### config.mk
export PLATFORM = sky130hd
export DESIGN_NAME = nn_stream_loader
export DESIGN_NICKNAME = d
export VERILOG_FILES = /design/src/rtl/nn_pkg.sv /design/src/rtl/nn_skid_fifo.sv /design/src/rtl/nn_stream_loader.sv
export SDC_FILE = /design/constraint.sdc
export NUM_CORES = 1
export LEC_CHECK = 0
export BUFFER_PORTS_ARGS = -buffer_cell sky130_fd_sc_hd__buf_4
export CORE_ASPECT_RATIO = 1.75
export CORE_MARGIN = 5
export CORE_UTILIZATION = 50
export CTS_BUF_LIST = sky130_fd_sc_hd__clkbuf_2 sky130_fd_sc_hd__clkbuf_4 sky130_fd_sc_hd__clkbuf_8
export CTS_CLUSTER_DIAMETER = 50
export DETAILED_ROUTE_END_ITERATION = 10
export PLACE_DENSITY = 0.81
export RECOVER_POWER = 100
export SYNTH_ARGS = -nofsm -noshare
export SYNTH_HDL_FRONTEND = slang
export SYNTH_SLANG_ARGS = --single-unit
### constraint.sdc
create_clock -name clk -period 3.8 [get_ports clk]
set_input_delay 0.19 -clock clk [delete_from_list [all_inputs] [get_ports clk]]
set_output_delay 0.19 -clock clk [all_outputs]
set_load 0.01 [all_outputs]
### src/rtl/nn_pkg.sv
// Shared types and default sizing for the accelerator load/readout sequencer.
package nn_pkg;

  // Host command opcodes as carried on cmd_op.
  typedef enum logic [1:0] {
    OP_LOAD_W = 2'd0,
    OP_LOAD_X = 2'd1,
    OP_READ_Y = 2'd2,
    OP_RSVD   = 2'd3
  } nn_op_t;

  // Sequencer states.
  typedef enum logic [1:0] {
    ST_IDLE   = 2'd0,
    ST_LOAD_W = 2'd1,
    ST_LOAD_X = 2'd2,
    ST_READ_Y = 2'd3
  } ldr_state_t;

  localparam int DEF_LAYER_SIZE  = 4;
  localparam int DEF_LAYER_DEPTH = 4;
  localparam int DEF_BIT_SIZE    = 16;
  localparam int N_WEIGHTS       = DEF_LAYER_DEPTH * DEF_LAYER_SIZE ** 2;
  localparam int N_NODES         = DEF_LAYER_SIZE;

endpackage

### src/rtl/nn_skid_fifo.sv
// Two-entry valid/ready FIFO; head_r always holds the oldest word so the
// output side is driven straight from a register.
module nn_skid_fifo #(
  parameter int WIDTH = 17
) (
  input  logic             clk,
  input  logic             rst,
  input  logic             in_valid,
  output logic             in_ready,
  input  logic [WIDTH-1:0] in_data,
  output logic             out_valid,
  input  logic             out_ready,
  output logic [WIDTH-1:0] out_data,
  output logic [1:0]       count
);

  logic [WIDTH-1:0] head_r;
  logic [WIDTH-1:0] tail_r;
  logic [1:0]       count_r;
  logic             push_s;
  logic             pop_s;

  assign in_ready  = (count_r != 2'd2);
  assign out_valid = (count_r != 2'd0);
  assign out_data  = head_r;
  assign count     = count_r;
  assign push_s    = in_valid && in_ready;
  assign pop_s     = out_valid && out_ready;

  // Storage update: pops shift tail into head, pushes fill the first free slot.
  always_ff @(posedge clk) begin
    if (rst) begin
      head_r  <= '0;
      tail_r  <= '0;
      count_r <= 2'd0;
    end else begin
      case ({push_s, pop_s})
        2'b10: begin
          if (count_r == 2'd0) head_r <= in_data;
          else                 tail_r <= in_data;
          count_r <= count_r + 2'd1;
        end
        2'b01: begin
          head_r  <= tail_r;
          count_r <= count_r - 2'd1;
        end
        2'b11: begin
          if (count_r == 2'd1) begin
            head_r <= in_data;
          end else begin
            head_r <= tail_r;
            tail_r <= in_data;
          end
        end
        default: begin
          count_r <= count_r;
        end
      endcase
    end
  end

endmodule

### src/rtl/nn_stream_loader.sv
// Host-side sequencer: turns commands plus a word stream into weight/input
// memory writes, and streams the output memory back through a small FIFO.
module nn_stream_loader
  import nn_pkg::*;
#(
  parameter int LAYER_SIZE  = DEF_LAYER_SIZE,
  parameter int LAYER_DEPTH = DEF_LAYER_DEPTH,
  parameter int BIT_SIZE    = DEF_BIT_SIZE,
  parameter int RD_LATENCY  = 1
) (
  input  logic                           clk,
  input  logic                           rst,
  input  logic                           cmd_valid,
  output logic                           cmd_ready,
  input  logic [1:0]                     cmd_op,
  input  logic                           s_valid,
  output logic                           s_ready,
  input  logic [BIT_SIZE-1:0]            s_data,
  input  logic                           s_last,
  output logic                           m_valid,
  input  logic                           m_ready,
  output logic [BIT_SIZE-1:0]            m_data,
  output logic                           m_last,
  output logic                           busy,
  output logic                           done,
  output logic                           error,
  output logic                           weight_write_enable,
  output logic                           input_write_enable,
  output logic [$clog2(LAYER_DEPTH)-1:0] addr_layer,
  output logic [$clog2(LAYER_SIZE)-1:0]  addr_node_j,
  output logic [$clog2(LAYER_SIZE)-1:0]  addr_node_k,
  output logic [BIT_SIZE-1:0]            nn_data_in,
  input  logic [BIT_SIZE-1:0]            nn_data_out
);

  localparam int LW = $clog2(LAYER_DEPTH);
  localparam int NW = $clog2(LAYER_SIZE);
  localparam logic [NW-1:0] J_MAX  = NW'(LAYER_SIZE - 1);
  localparam logic [NW-1:0] J_ONE  = NW'(1);
  localparam logic [NW-1:0] J_ZERO = NW'(0);
  localparam logic [LW-1:0] L_MAX  = LW'(LAYER_DEPTH - 1);
  localparam logic [LW-1:0] L_ONE  = LW'(1);
  localparam logic [LW-1:0] L_ZERO = LW'(0);

  ldr_state_t state_r, state_s;

  logic [LW-1:0] layer_r, layer_s;
  logic [NW-1:0] j_r, j_s, k_r, k_s, rd_j_r, rd_j_s;
  logic          rd_all_r, rd_all_s;

  logic                we_w_r, we_w_s, we_x_r, we_x_s;
  logic [LW-1:0]       addr_layer_r, addr_layer_s;
  logic [NW-1:0]       addr_j_r, addr_j_s, addr_k_r, addr_k_s;
  logic [BIT_SIZE-1:0] data_r, data_s;
  logic                done_r, done_s, error_r, error_s;
  logic                issue_s, final_s;

  // Bit 0 = address on the port this cycle; bit RD_LATENCY = read data valid now.
  logic [RD_LATENCY:0] vpipe_r, lpipe_r;
  logic [7:0]          inflight_s;

  logic [1:0]          fifo_count_s;
  logic                fifo_in_ready_s, fifo_push_s, fifo_out_valid_s;
  logic [BIT_SIZE:0]   fifo_out_data_s;

  assign cmd_ready           = (state_r == ST_IDLE);
  assign busy                = (state_r != ST_IDLE);
  assign s_ready             = (state_r == ST_LOAD_W) || (state_r == ST_LOAD_X);
  assign weight_write_enable = we_w_r;
  assign input_write_enable  = we_x_r;
  assign addr_layer          = addr_layer_r;
  assign addr_node_j         = addr_j_r;
  assign addr_node_k         = addr_k_r;
  assign nn_data_in          = data_r;
  assign done                = done_r;
  assign error               = error_r;
  assign m_valid             = fifo_out_valid_s;
  assign m_last              = fifo_out_data_s[BIT_SIZE];
  assign m_data              = fifo_out_data_s[BIT_SIZE-1:0];
  assign fifo_push_s         = vpipe_r[RD_LATENCY] && fifo_in_ready_s;

  // Reads issued but not yet captured in the FIFO.
  always_comb begin
    inflight_s = 8'd0;
    for (int i = 0; i <= RD_LATENCY; i++) begin
      inflight_s = inflight_s + {7'd0, vpipe_r[i]};
    end
  end

  // State register.
  always_ff @(posedge clk) begin
    if (rst) state_r <= ST_IDLE;
    else     state_r <= state_s;
  end

  // Next state, counter advance and next values of the registered write/status outputs.
  always_comb begin
    state_s      = state_r;
    layer_s      = layer_r;
    j_s          = j_r;
    k_s          = k_r;
    rd_j_s       = rd_j_r;
    rd_all_s     = rd_all_r;
    we_w_s       = 1'b0;
    we_x_s       = 1'b0;
    addr_layer_s = addr_layer_r;
    addr_j_s     = addr_j_r;
    addr_k_s     = addr_k_r;
    data_s       = data_r;
    done_s       = 1'b0;
    error_s      = 1'b0;
    issue_s      = 1'b0;
    final_s      = 1'b0;
    case (state_r)
      ST_IDLE: begin
        if (cmd_valid) begin
          layer_s  = L_ZERO;
          j_s      = J_ZERO;
          k_s      = J_ZERO;
          rd_j_s   = J_ZERO;
          rd_all_s = 1'b0;
          case (nn_op_t'(cmd_op))
            OP_LOAD_W: state_s = ST_LOAD_W;
            OP_LOAD_X: state_s = ST_LOAD_X;
            OP_READ_Y: state_s = ST_READ_Y;
            default:   error_s = 1'b1;
          endcase
        end else begin
          state_s = ST_IDLE;
        end
      end
      ST_LOAD_W: begin
        if (s_valid) begin
          we_w_s       = 1'b1;
          addr_layer_s = layer_r;
          addr_j_s     = j_r;
          addr_k_s     = k_r;
          data_s       = s_data;
          final_s      = (layer_r == L_MAX) && (j_r == J_MAX) && (k_r == J_MAX);
          if (k_r == J_MAX) begin
            k_s = J_ZERO;
            if (j_r == J_MAX) begin
              j_s     = J_ZERO;
              layer_s = (layer_r == L_MAX) ? L_ZERO : layer_r + L_ONE;
            end else begin
              j_s = j_r + J_ONE;
            end
          end else begin
            k_s = k_r + J_ONE;
          end
        end else begin
          final_s = 1'b0;
        end
      end
      ST_LOAD_X: begin
        if (s_valid) begin
          we_x_s       = 1'b1;
          addr_layer_s = L_ZERO;
          addr_j_s     = j_r;
          addr_k_s     = J_ZERO;
          data_s       = s_data;
          final_s      = (j_r == J_MAX);
          j_s          = (j_r == J_MAX) ? J_ZERO : j_r + J_ONE;
        end else begin
          final_s = 1'b0;
        end
      end
      ST_READ_Y: begin
        if (!rd_all_r && (({6'd0, fifo_count_s} + inflight_s) < 8'd2)) begin
          issue_s      = 1'b1;
          addr_layer_s = L_ZERO;
          addr_j_s     = rd_j_r;
          addr_k_s     = J_ZERO;
          rd_j_s       = (rd_j_r == J_MAX) ? J_ZERO : rd_j_r + J_ONE;
          rd_all_s     = (rd_j_r == J_MAX);
        end else begin
          issue_s = 1'b0;
        end
        if (fifo_out_valid_s && m_ready && m_last) begin
          state_s = ST_IDLE;
          done_s  = 1'b1;
        end else begin
          state_s = ST_READ_Y;
        end
      end
      default: state_s = ST_IDLE;
    endcase
    // A load ends on the final word or on an early s_last; any disagreement is an error.
    if (s_valid && s_ready && (final_s || s_last)) begin
      state_s = ST_IDLE;
      done_s  = final_s && s_last;
      error_s = final_s != s_last;
    end else begin
      done_s = done_s;
    end
  end

  // Datapath registers: counters, registered outputs and the read-tracking pipes.
  always_ff @(posedge clk) begin
    if (rst) begin
      layer_r      <= L_ZERO;
      j_r          <= J_ZERO;
      k_r          <= J_ZERO;
      rd_j_r       <= J_ZERO;
      rd_all_r     <= 1'b0;
      we_w_r       <= 1'b0;
      we_x_r       <= 1'b0;
      addr_layer_r <= L_ZERO;
      addr_j_r     <= J_ZERO;
      addr_k_r     <= J_ZERO;
      data_r       <= '0;
      done_r       <= 1'b0;
      error_r      <= 1'b0;
      vpipe_r      <= '0;
      lpipe_r      <= '0;
    end else begin
      layer_r      <= layer_s;
      j_r          <= j_s;
      k_r          <= k_s;
      rd_j_r       <= rd_j_s;
      rd_all_r     <= rd_all_s;
      we_w_r       <= we_w_s;
      we_x_r       <= we_x_s;
      addr_layer_r <= addr_layer_s;
      addr_j_r     <= addr_j_s;
      addr_k_r     <= addr_k_s;
      data_r       <= data_s;
      done_r       <= done_s;
      error_r      <= error_s;
      vpipe_r      <= {vpipe_r[RD_LATENCY-1:0], issue_s};
      lpipe_r      <= {lpipe_r[RD_LATENCY-1:0], issue_s && (rd_j_r == J_MAX)};
    end
  end

  nn_skid_fifo #(.WIDTH(BIT_SIZE + 1)) u_fifo (
    .clk       (clk),
    .rst       (rst),
    .in_valid  (fifo_push_s),
    .in_ready  (fifo_in_ready_s),
    .in_data   ({lpipe_r[RD_LATENCY], nn_data_out}),
    .out_valid (fifo_out_valid_s),
    .out_ready (m_ready),
    .out_data  (fifo_out_data_s),
    .count     (fifo_count_s)
  );

endmodule
==> metrics.txt, run 1 <==
synthesized instance count ~380; footprint of the multi-input gates between 1500 and 2000 um2; fin crit period between 2 and 3 ns; maximum vdd drop roughly 0.00053 V; Core Footprint roughly 6600 um2; CTS tree built; Final Cell Area approximately 4000 um2; Final ANT Viol Nets 0; Yosys top cell area share between 40% and 50%; critical path class reg -> reg; DRT Pass-1 Iters 4; H-tree lvl count 3; crit path max-delay cell type nor2b_1; clock buffer depth 2; Cell Area, Placed approximately 4000 um2; CTS buffer count 9; Fillers between 600 and 700; Critical Path Sink Type register; Clock Latency Late Sink ~0.33 ns; post-synthesis mux area share under 10%; first-pass GRT wire length about 13000 um; combinational share of power about 38%; GRT met3 Usage around 5.8%; RSZ-0062 raised after global routing false; drt wl/cell between 10 and 15 um; crit path DAT a little under 3 ns; max_cap viols 1; Req. time, crit path 3.90 ns; routed vias around 2900; die span in x just over 70 um; die height between 100 and 150 um; switching portion of total power 37.3%; root buffer cell clkbuf_8; post-synthesis register bit count 77; yosys warns 0; clk slew on worst S/H paths 0.08 ns; net count after synthesis 436; largest net degree at the start of global routing 77; ANT cells 0; worst-margin pin slew 3.18 ns; skew final ~0.0065 ns; failing checks capacitance limit, slew limit; PortBufs 86; largest fanout on the critical path 17; adder-cell share of the synthesized area under 10%; crit-path cells inv_1 > ha_1 > nor2b_1 > inv_1 > ha_1 > o211ai_1 > clkbuf_2 > mux2i_1 > nor2_1; setup repair bufs after CTS 0; Syn Std Cell Area roughly 3400 um2; Psw 0.00103 W; Hold WC Path Type in -> reg; Synth area leader dfxtp_1; Pint roughly 0.0017 W; share of cells above drive strength 1 between 10% and 20%; PwrDens 685 nW/um2; simple-gate share of the synthesized area around a fifth; io pins 87; Reg area ~1500 um2; Clk pwr share between 20% and 30%; Starting Density about 52%; Async SR Flop Fraction 0%; initial antenna violation count 0; CP peak stage delay slightly above 0.5 ns; final wirelength 7740 um; Synth Area in XOR/XNOR less than 1%; sequential share of the synthesized area between 40% and 50%; Cell Rows 39; largest family of logic cells by synthesized area simple AND/OR/NAND/NOR gates; Period Utilization, post-route 74.8%; met2 usage about a third; synth top area cells dfxtp_1 45%, ha_1 7.4%, mux2i_1 7.1%; CP Launch Type register; total gr overflow 0; Netlist cell types 41; Leakage about 1.8 nW; final net count a little over 500; final hold violations 0; met1 layer usage reported by global route around a fifth; die footprint between 8000 and 9000 um2; Seq pwr share between 30% and 40%; Max Freq ~350 MHz; setup TNS 0 ns; 1st-iter DRT viols approximately 150; CTS-repair resized insts 0; HPWL Detailed about 5600 um; DRC violations left 0; GRT Overall Usage 18.4%; Final Util 61.5%; # hold bufs at CTS 0; Area growth syn-to-layout 19.3%; Top FF cell, synth dfxtp_1; pins over their slew limit just under 80; Total Power around 0.0028 W; status finished with violations; Avg Inst Size Synth 9.02 um2; Compound-Gate Fraction of Synth Area roughly 15%; Setup Viol. Count Final 0; vias per inst between 5 and 6; Slew HR -112%; number of global-route vias before repair between 2000 and 3000; GPL Wtd Cong around 0.8; EDFF count, synth 0; TritonCTS Sinks 77; GRT busiest layer met2
path summary, 6_finish.rpt:
kind / start / end / slack (ns) / depth (start not counted)
max: u_fifo.count[0] / u_fifo.tail_r[11] / 0.96 / 9
min: nn_data_out[0] / u_fifo.tail_r[0] / 0.1 / 3
max reg2reg: u_fifo.count[0] / u_fifo.tail_r[11] / 0.96 / 9
min reg2reg: lpipe_r[0] / lpipe_r[1] / 0.45 / 1
area by class of cell:
class,instances,share of cell area (%)
clock buffer,10,3.40
clock inverter,5,1.85
sequential,77,38.1
inverter,16,1.48
timing repair buffer,87,11.6
tap,82,2.53
multi-input combinational,258,41.0
cell families (layout without fill, tap and decap cells):
| kind of cell | Yosys count | count (layout) |
|---|---|---|
| AOI/OAI and AO/OA | 73 | 73 |
| DFF | 77 | 77 |
| adders and majority gates | 20 | 20 |
| buffers and inverters | 41 | 118 |
| muxes | 24 | 24 |
| xor gates and xnor gates | 2 | 2 |
| and+or+nand+nor | 139 | 139 |
through the flow:
step,cells,setup WS [ns],hold slack (ns)
floorplan,376,1.58,0.274
global placement,520,1.21,0.415
detailed placement,520,1.10,0.434
CTS,535,1.07,0.0890
global route,535,0.673,0.0897
finish,535,0.956,0.0974
cell usage in the layout, fill, tap and decap left out, drive strengths merged, types with 17 or more instances in the layout:
| master | count |
|---|---|
| a21oi | 28 |
| a221oi | 17 |
| buf | 38 |
| clkbuf | 59 |
| dfxtp | 77 |
| ha | 20 |
| mux2i | 24 |
| nand2 | 47 |
| nor2 | 48 |
| nor3 | 17 |
power by group through the flow:
stage	clock [W]	sequential, W	combinational (W)
global route	0.000708	0.00109	0.00117
detailed placement	0	0.00109	0.00117
finish	0.000660	0.00107	0.00105
CTS	0.000672	0.00107	0.00118
floorplan	0	0.00113	0.000715
global placement	0	0.00108	0.00114
worst max-delay path, delay by kind of cell (launching register included):
| kind | cells | cell delay (ns) |
|---|---|---|
| adders and majority gates | 2 | 0.50 |
| and+or+nand+nor | 2 | 0.57 |
| buffers and inverters | 3 | 0.70 |
| AOI/OAI and AO/OA | 1 | 0.18 |
| DFF | 1 | 0.39 |
| muxes | 1 | 0.27 |
cells in the mapped netlist, types with 3 or more instances:
library cell / number
dfxtp_1: 77
nor2_1: 48
nand2_1: 47
a21oi_1: 27
mux2i_1: 24
ha_1: 20
a221oi_1: 17
nor3_1: 17
inv_1: 16
buf_2: 11
clkbuf_1: 9
nor2b_1: 8
o21ai_0: 8
and2_1: 5
a211oi_1: 3
nor3b_1: 3
layer usage:
layer  part of all wire, %  vias to the layer above  wire [um]
met5                     0                        -          0
met4                   1.5                        0        114
met3                   8.0                        8        621
met2                    53                       98       4090
met1                    38                     1372       2920
li1                      -                     1449          -
No activity file was read; power rests on OpenSTA's default activity.
==> inputs of run 2 (changes only) <==
CORE_UTILIZATION = 49   (was 50)
PLACE_DENSITY = 0.83   (was 0.81)
clock period = 2.4 ns   (was 3.8 ns; I/O delays follow)
==> metrics.txt, run 2 (synthesized netlist as in run 1, its figures left out) <==
status completed; Clock Latency Late Sink 0.35 ns (+0.02 ns); routed vias 3006 (+2.7%); Pint 0.00284 W (+63%); clk slew on worst S/H paths 0.08 ns (about the same); vias per inst 5.41 (-1.2%); clock buffer depth 2 (unchanged); DRT Pass-1 Iters 4 (unchanged); GRT Overall Usage 19.5% (+1.0 points); highest-count cells in the layout ignoring fill and taps 77 x dfxtp_1, 48 x nor2_1, 48 x clkbuf_1; R2R depth 9 (unchanged); die height 120 um (+0.93%); Leakage 1.84 nW (+5.2%); GPL Wtd Cong 0.813 (+3.4%); Min Hold Slack 0.0139 ns (-0.0835 ns); Worst Hold Depth 3 (unchanged); worst-margin pin slew 0.769 ns (-2.41 ns); HPWL Detailed 5750 um (+2.5%); Req. time, crit path 2.60 ns (-1.30 ns); first-pass GRT wire length 13500 um (+4.5%); critical path class reg -> reg; largest fanout on the critical path 17 (unchanged); TritonCTS Sinks 77 (unchanged); fin crit period 2.23 ns (-0.615 ns); Psw 0.00166 W (+61%); root buffer cell clkbuf_8; initial antenna violation count 0 (unchanged); crit path DAT 2.43 ns (-0.51 ns); ANT cells 0 (unchanged); Critical Path Sink Type register; Area growth syn-to-layout 24.4%; skew final 0.0118 ns (+0.00529 ns); pins over their slew limit 0 (-100%); drt wl/cell 14.7 um (+1.2%); placed cell count 530 (+1.9%); final hold violations 0 (unchanged); Reg-to-Reg End u_fifo.tail_r[2]; Final Util 62.0% (+0.56 points); maximum vdd drop 0.000753 V (+42%); CTS buffer count 9 (unchanged); die footprint 8750 um2 (+1.8%); io pins 87 (unchanged); H-tree lvl count 3 (unchanged); 1st-iter DRT viols 115 (-21%); final wirelength 8150 um (+5.2%); Non-Filler Instances 556 (+3.9%); largest net degree at the start of global routing 77 (unchanged); WHS Endpoint nn_data_in[2]; Max Freq 449 MHz (+28%); Core Footprint 6810 um2 (+3.3%); share of cells above drive strength 1 14.8% (+1.4 points); r2r setup slk 0.17 ns (-0.79 ns); CP Launch Type register; Clk pwr share 24.4% (+0.6 points); PwrDens 1070 nW/um2 (+56%); final net count 527 (+3.5%); most common cell after layout, fill and taps aside dfxtp_1; combinational share of power 38.1% (+0.4 points); Reg-to-Reg Start u_fifo.count[0]; Cell Rows 40 (+2.6%); total gr overflow 0 (unchanged); PortBufs 86 (unchanged); RSZ-0062 raised after global routing false; Slew HR 48.8% (+160 points); Period Utilization, post-route 92.9% (+18 points); Hold WC Path Type in -> reg; number of global-route vias before repair 3129 (+5.4%); Starting Density 49.9% (-1.7 points); CTS tree built; Seq pwr share 37.5% (-1.0 points); Setup Viol. Count Final 0 (unchanged); max_cap viols 0 (-1); die span in x 72.9 um (+0.87%); switching portion of total power 37.0% (-0.34 points); DRC violations left 0 (unchanged); hold_sp s_data[2]; Final ANT Viol Nets 0 (unchanged)
run 2: per-stage QoR:
step	cell area, um2	TNS, ns	power, W	worst slack (ns)
global route	4220	0	0.00482	0.0148
CTS	4410	0	0.00477	0.0517
global placement	4090	0	0.00359	0.0794
detailed placement	4090	-0.681	0.00366	-0.0685
finish	4220	0	0.00450	0.171
floorplan	3390	0	0.00292	0.180
run 2: timing repair:
item | 4_1_cts | 5_1_grt
hold endpoints to repair | 9 | 1
cloned | 0 | 0
resized for setup | 1 | 1
setup endpoints to repair | 15 | 25
pin swaps | 0 | 0
buffers inserted | 0 | 0
hold buffers | 9 | 1
run 2: how the worst max path moves through the flow:
stage,start,endpoint,slack (ns),cells past startpoint
after floorplan,state_r[0],done,0.18,11
after global placement,u_fifo.count[0],u_fifo.out_data[10],0.08,8
after detailed placement,u_fifo.count[0],u_fifo.out_data[6],-0.07,8
after CTS,u_fifo.count[0],u_fifo.tail_r[2],0.05,9
after global routing,u_fifo.count[0],u_fifo.tail_r[15],0.01,9
final,u_fifo.count[0],u_fifo.tail_r[2],0.17,9
run 2: power groups by stage:
stage,clock network (W),registers [W],logic [W]
after global routing,0.00119,0.00172,0.00192
after CTS,0.00112,0.00169,0.00196
after global placement,0,0.00171,0.00188
final,0.00110,0.00169,0.00171
after detailed placement,0,0.00172,0.00193
after floorplan,0,0.00179,0.00113
run 2: area by class of cell:
type | count | area [um2]
well taps | 84 | 105
clock inverters | 5 | 82.6
fillers | 646 | 2580
inverters | 16 | 60.1
repair buffers | 105 | 646
multi-input cells | 258 | 1640
flip-flops and latches | 77 | 1540
clock buffers | 11 | 145
run 2: critical path: stages (launching register included):
cell	delay, ns
dfxtp_1	0.39
inv_1	0.08
ha_1	0.27
nor2b_2	0.21
inv_1	0.07
ha_1	0.21
o211ai_1	0.34
buf_12	0.23
mux2i_1	0.22
nor2_1	0.06
run 2: per-layer routing:
metal  wire length, um  global-route usage [%]  vias to the layer above
met5                 0                       0                        -
met2              4420                    34.8                       89
met3               461                    5.53                       19
li1                  -                       -                     1473
met1              3010                    19.7                     1425
met4               252                    10.5                        0
==> inputs of run 3 (changes only) <==
--- a/config.mk
+++ b/config.mk
@@ -10,3 +10,3 @@
 export CORE_MARGIN = 5
-export CORE_UTILIZATION = 49
+export CORE_UTILIZATION = 50
 export CTS_BUF_LIST = sky130_fd_sc_hd__clkbuf_2 sky130_fd_sc_hd__clkbuf_4 sky130_fd_sc_hd__clkbuf_8
@@ -14,3 +14,3 @@
 export DETAILED_ROUTE_END_ITERATION = 10
-export PLACE_DENSITY = 0.83
+export PLACE_DENSITY = 0.81
 export RECOVER_POWER = 100
==> constraint.sdc (replaced) <==
create_clock -name clk -period 2.27 [get_ports clk]
set_input_delay 0.681 -clock clk [delete_from_list [all_inputs] [get_ports clk]]
set_output_delay 0.681 -clock clk [all_outputs]
set_load 0.01 [all_outputs]
==> metrics.txt, run 3 (synthesized netlist as in run 1, its figures left out) <==
worst-margin pin slew 1.05 ns (+0.280 ns); met2 WL post-DR 4040 um (-8.7%); Clock Latency Late Sink 0.34 ns (about the same); PwrDens 1130 nW/um2 (+6.3%); top sig layer met4; CTS tree built; PortBufs 86 (unchanged); Final ANT Viol Nets 0 (unchanged); Slew HR 30.1% (-19 points); clk slew on worst S/H paths 0.08 ns (about the same); HPWL Detailed 5680 um (-1.2%); CP Launch Point state_r[0]; CTS buffer count 9 (unchanged); io pins 87 (unchanged); Metal-1 WL 2900 um (-3.8%); Worst Setup EP s_ready; number of global-route vias before repair 2969 (-5.1%); Cell Rows 39 (-2.5%); Starting Density 51.5% (+1.7 points); fin crit period roughly 2.1 ns; skew final 0.00686 ns (-0.00490 ns); Period Utilization, post-route between 90 and 100%; Max Freq around 480 MHz; root buffer cell clkbuf_8; status completed; final wirelength 7690 um (-5.6%); met3 routed WL 627 um (+36%); largest fanout on the critical path 10 (-7); r2r setup slk 0.21 ns (+0.04 ns); Core Footprint 6590 um2 (-3.2%); share of cells above drive strength 1 16.3% (+1.5 points); Critical Path Sink Type output pin; vias per inst 5.37 (-0.62%); 1st-iter DRT viols 165 (+43%); ANT cells 0 (unchanged); drt wl/cell 14.1 um (-4.1%); DRC violations left 0 (unchanged); routed vias 2939 (-2.2%); final net count 520 (-1.3%); Reg-to-Reg End u_fifo.tail_r[15]; DRT Pass-1 Iters 4 (unchanged); crit path DAT 1.42 ns (-1.01 ns); die height 119 um (-0.92%); largest net degree at the start of global routing 54 (-30%); highest-count cells in the layout ignoring fill and taps 77 x dfxtp_1, 48 x nor2_1, 47 x nand2_1, 47 x buf_4, 47 x clkbuf_1; die footprint 8600 um2 (-1.8%); max_cap viols 0 (unchanged); critical path class reg -> out; Hold WC Path Type reg -> reg; Non-Filler Instances 547 (-1.6%); R2R depth 9 (unchanged); Final Util 62.9% (+0.88 points); final hold violations 0 (unchanged); pins over their slew limit 0 (unchanged); Area growth syn-to-layout 22.1%; most common cell after layout, fill and taps aside dfxtp_1; initial antenna violation count 0 (unchanged); first-pass GRT wire length 13000 um (-3.1%); CP Launch Type register; TritonCTS Sinks 77 (unchanged); placed cell count 531 (+0.19%); GRT Overall Usage 18.6% (-0.86 points); Leakage 1.81 nW (-2.0%); die span in x 72.3 um (-0.86%); H-tree lvl count 3 (unchanged); total gr overflow 0 (unchanged); Reg-to-Reg Start u_fifo.count[1]; clock buffer depth 2 (unchanged); Setup Viol. Count Final 0 (unchanged); maximum vdd drop 0.000643 V (-15%); RSZ-0062 raised after global routing false; Req. time, crit path 1.59 ns (-1.01 ns); setup repair bufs after CTS 0 (unchanged); GPL Wtd Cong 0.796 (-2.1%)
==> run 3: cell count changes in the layout (fill, tap and decap cells not counted), moves of 2 or more <==
cell | previous run | this run
and2_1 | 4 | 2
dlygate4sd3_1 | 10 | 0
and2_0 | 1 | 3
clkbuf_2 | 0 | 3
clkinvlp_4 | 0 | 2
==> run 3: power by group <==
part           leakage [nW]  total, W  internal [W]  switching (W)
Sequential            0.624   0.00178       0.00162       0.000156
Combinational          1.08   0.00185      0.000734        0.00111
Clock                 0.102   0.00107      0.000568       0.000504
==> run 3: how the worst min path moves through the flow <==
stage          cells past startpoint       start         end
3_3_place_gp                       1  lpipe_r[0]  lpipe_r[1]
5_1_grt                            1  lpipe_r[0]  lpipe_r[1]
2_1_floorplan                      1  lpipe_r[0]  lpipe_r[1]
3_5_place_dp                       1  lpipe_r[0]  lpipe_r[1]
4_1_cts                            1  lpipe_r[0]  lpipe_r[1]
6_report                           1  lpipe_r[0]  lpipe_r[1]
==> run 3: layout make-up <==
cell class | instances | area (um2)
fill | 584 | 2440
tap | 82 | 103
clock inverter | 5 | 58.8
sequential | 77 | 1540
inverter | 16 | 60.1
multi-input combinational | 258 | 1670
clock buffer | 11 | 151
timing repair buffer | 98 | 564
==> run 3: per-stage QoR <==
step,total power [W],worst slack [ns],cell area (um2),setup TNS (ns),hold slack (ns)
3_5_place_dp,0.00387,-0.189,4110,-2.42,0.429
4_1_cts,0.00495,0.143,4330,0,0.448
6_report,0.00469,0.169,4140,0,0.446
2_1_floorplan,0.00309,0.0505,3390,0,0.414
5_1_grt,0.00506,0.0337,4140,0,0.465
3_3_place_gp,0.00382,-0.0615,4110,-0.839,0.420
==> run 3: worst max-delay path, stage by stage, from the launching register on <==
cell and delay, ns:
dfxtp_1 0.39, inv_1 0.08, ha_1 0.30, buf_4 0.18
clkbuf_2 0.14
==> run 3: what timing repair did <==
action                     CTS  global route
hold buffers                 0             0
gates resized for setup      1             2
setup endpoints to repair    3            15
==> run 3: routing by layer <==
| metal | up-vias | global-route usage [%] |
|---|---|---|
| li1 | 1467 | - |
| met1 | 1372 | 19.5 |
| met2 | 90 | 33.6 |
| met3 | 10 | 6.58 |
| met4 | 0 | 6.00 |
| met5 | - | 0 |
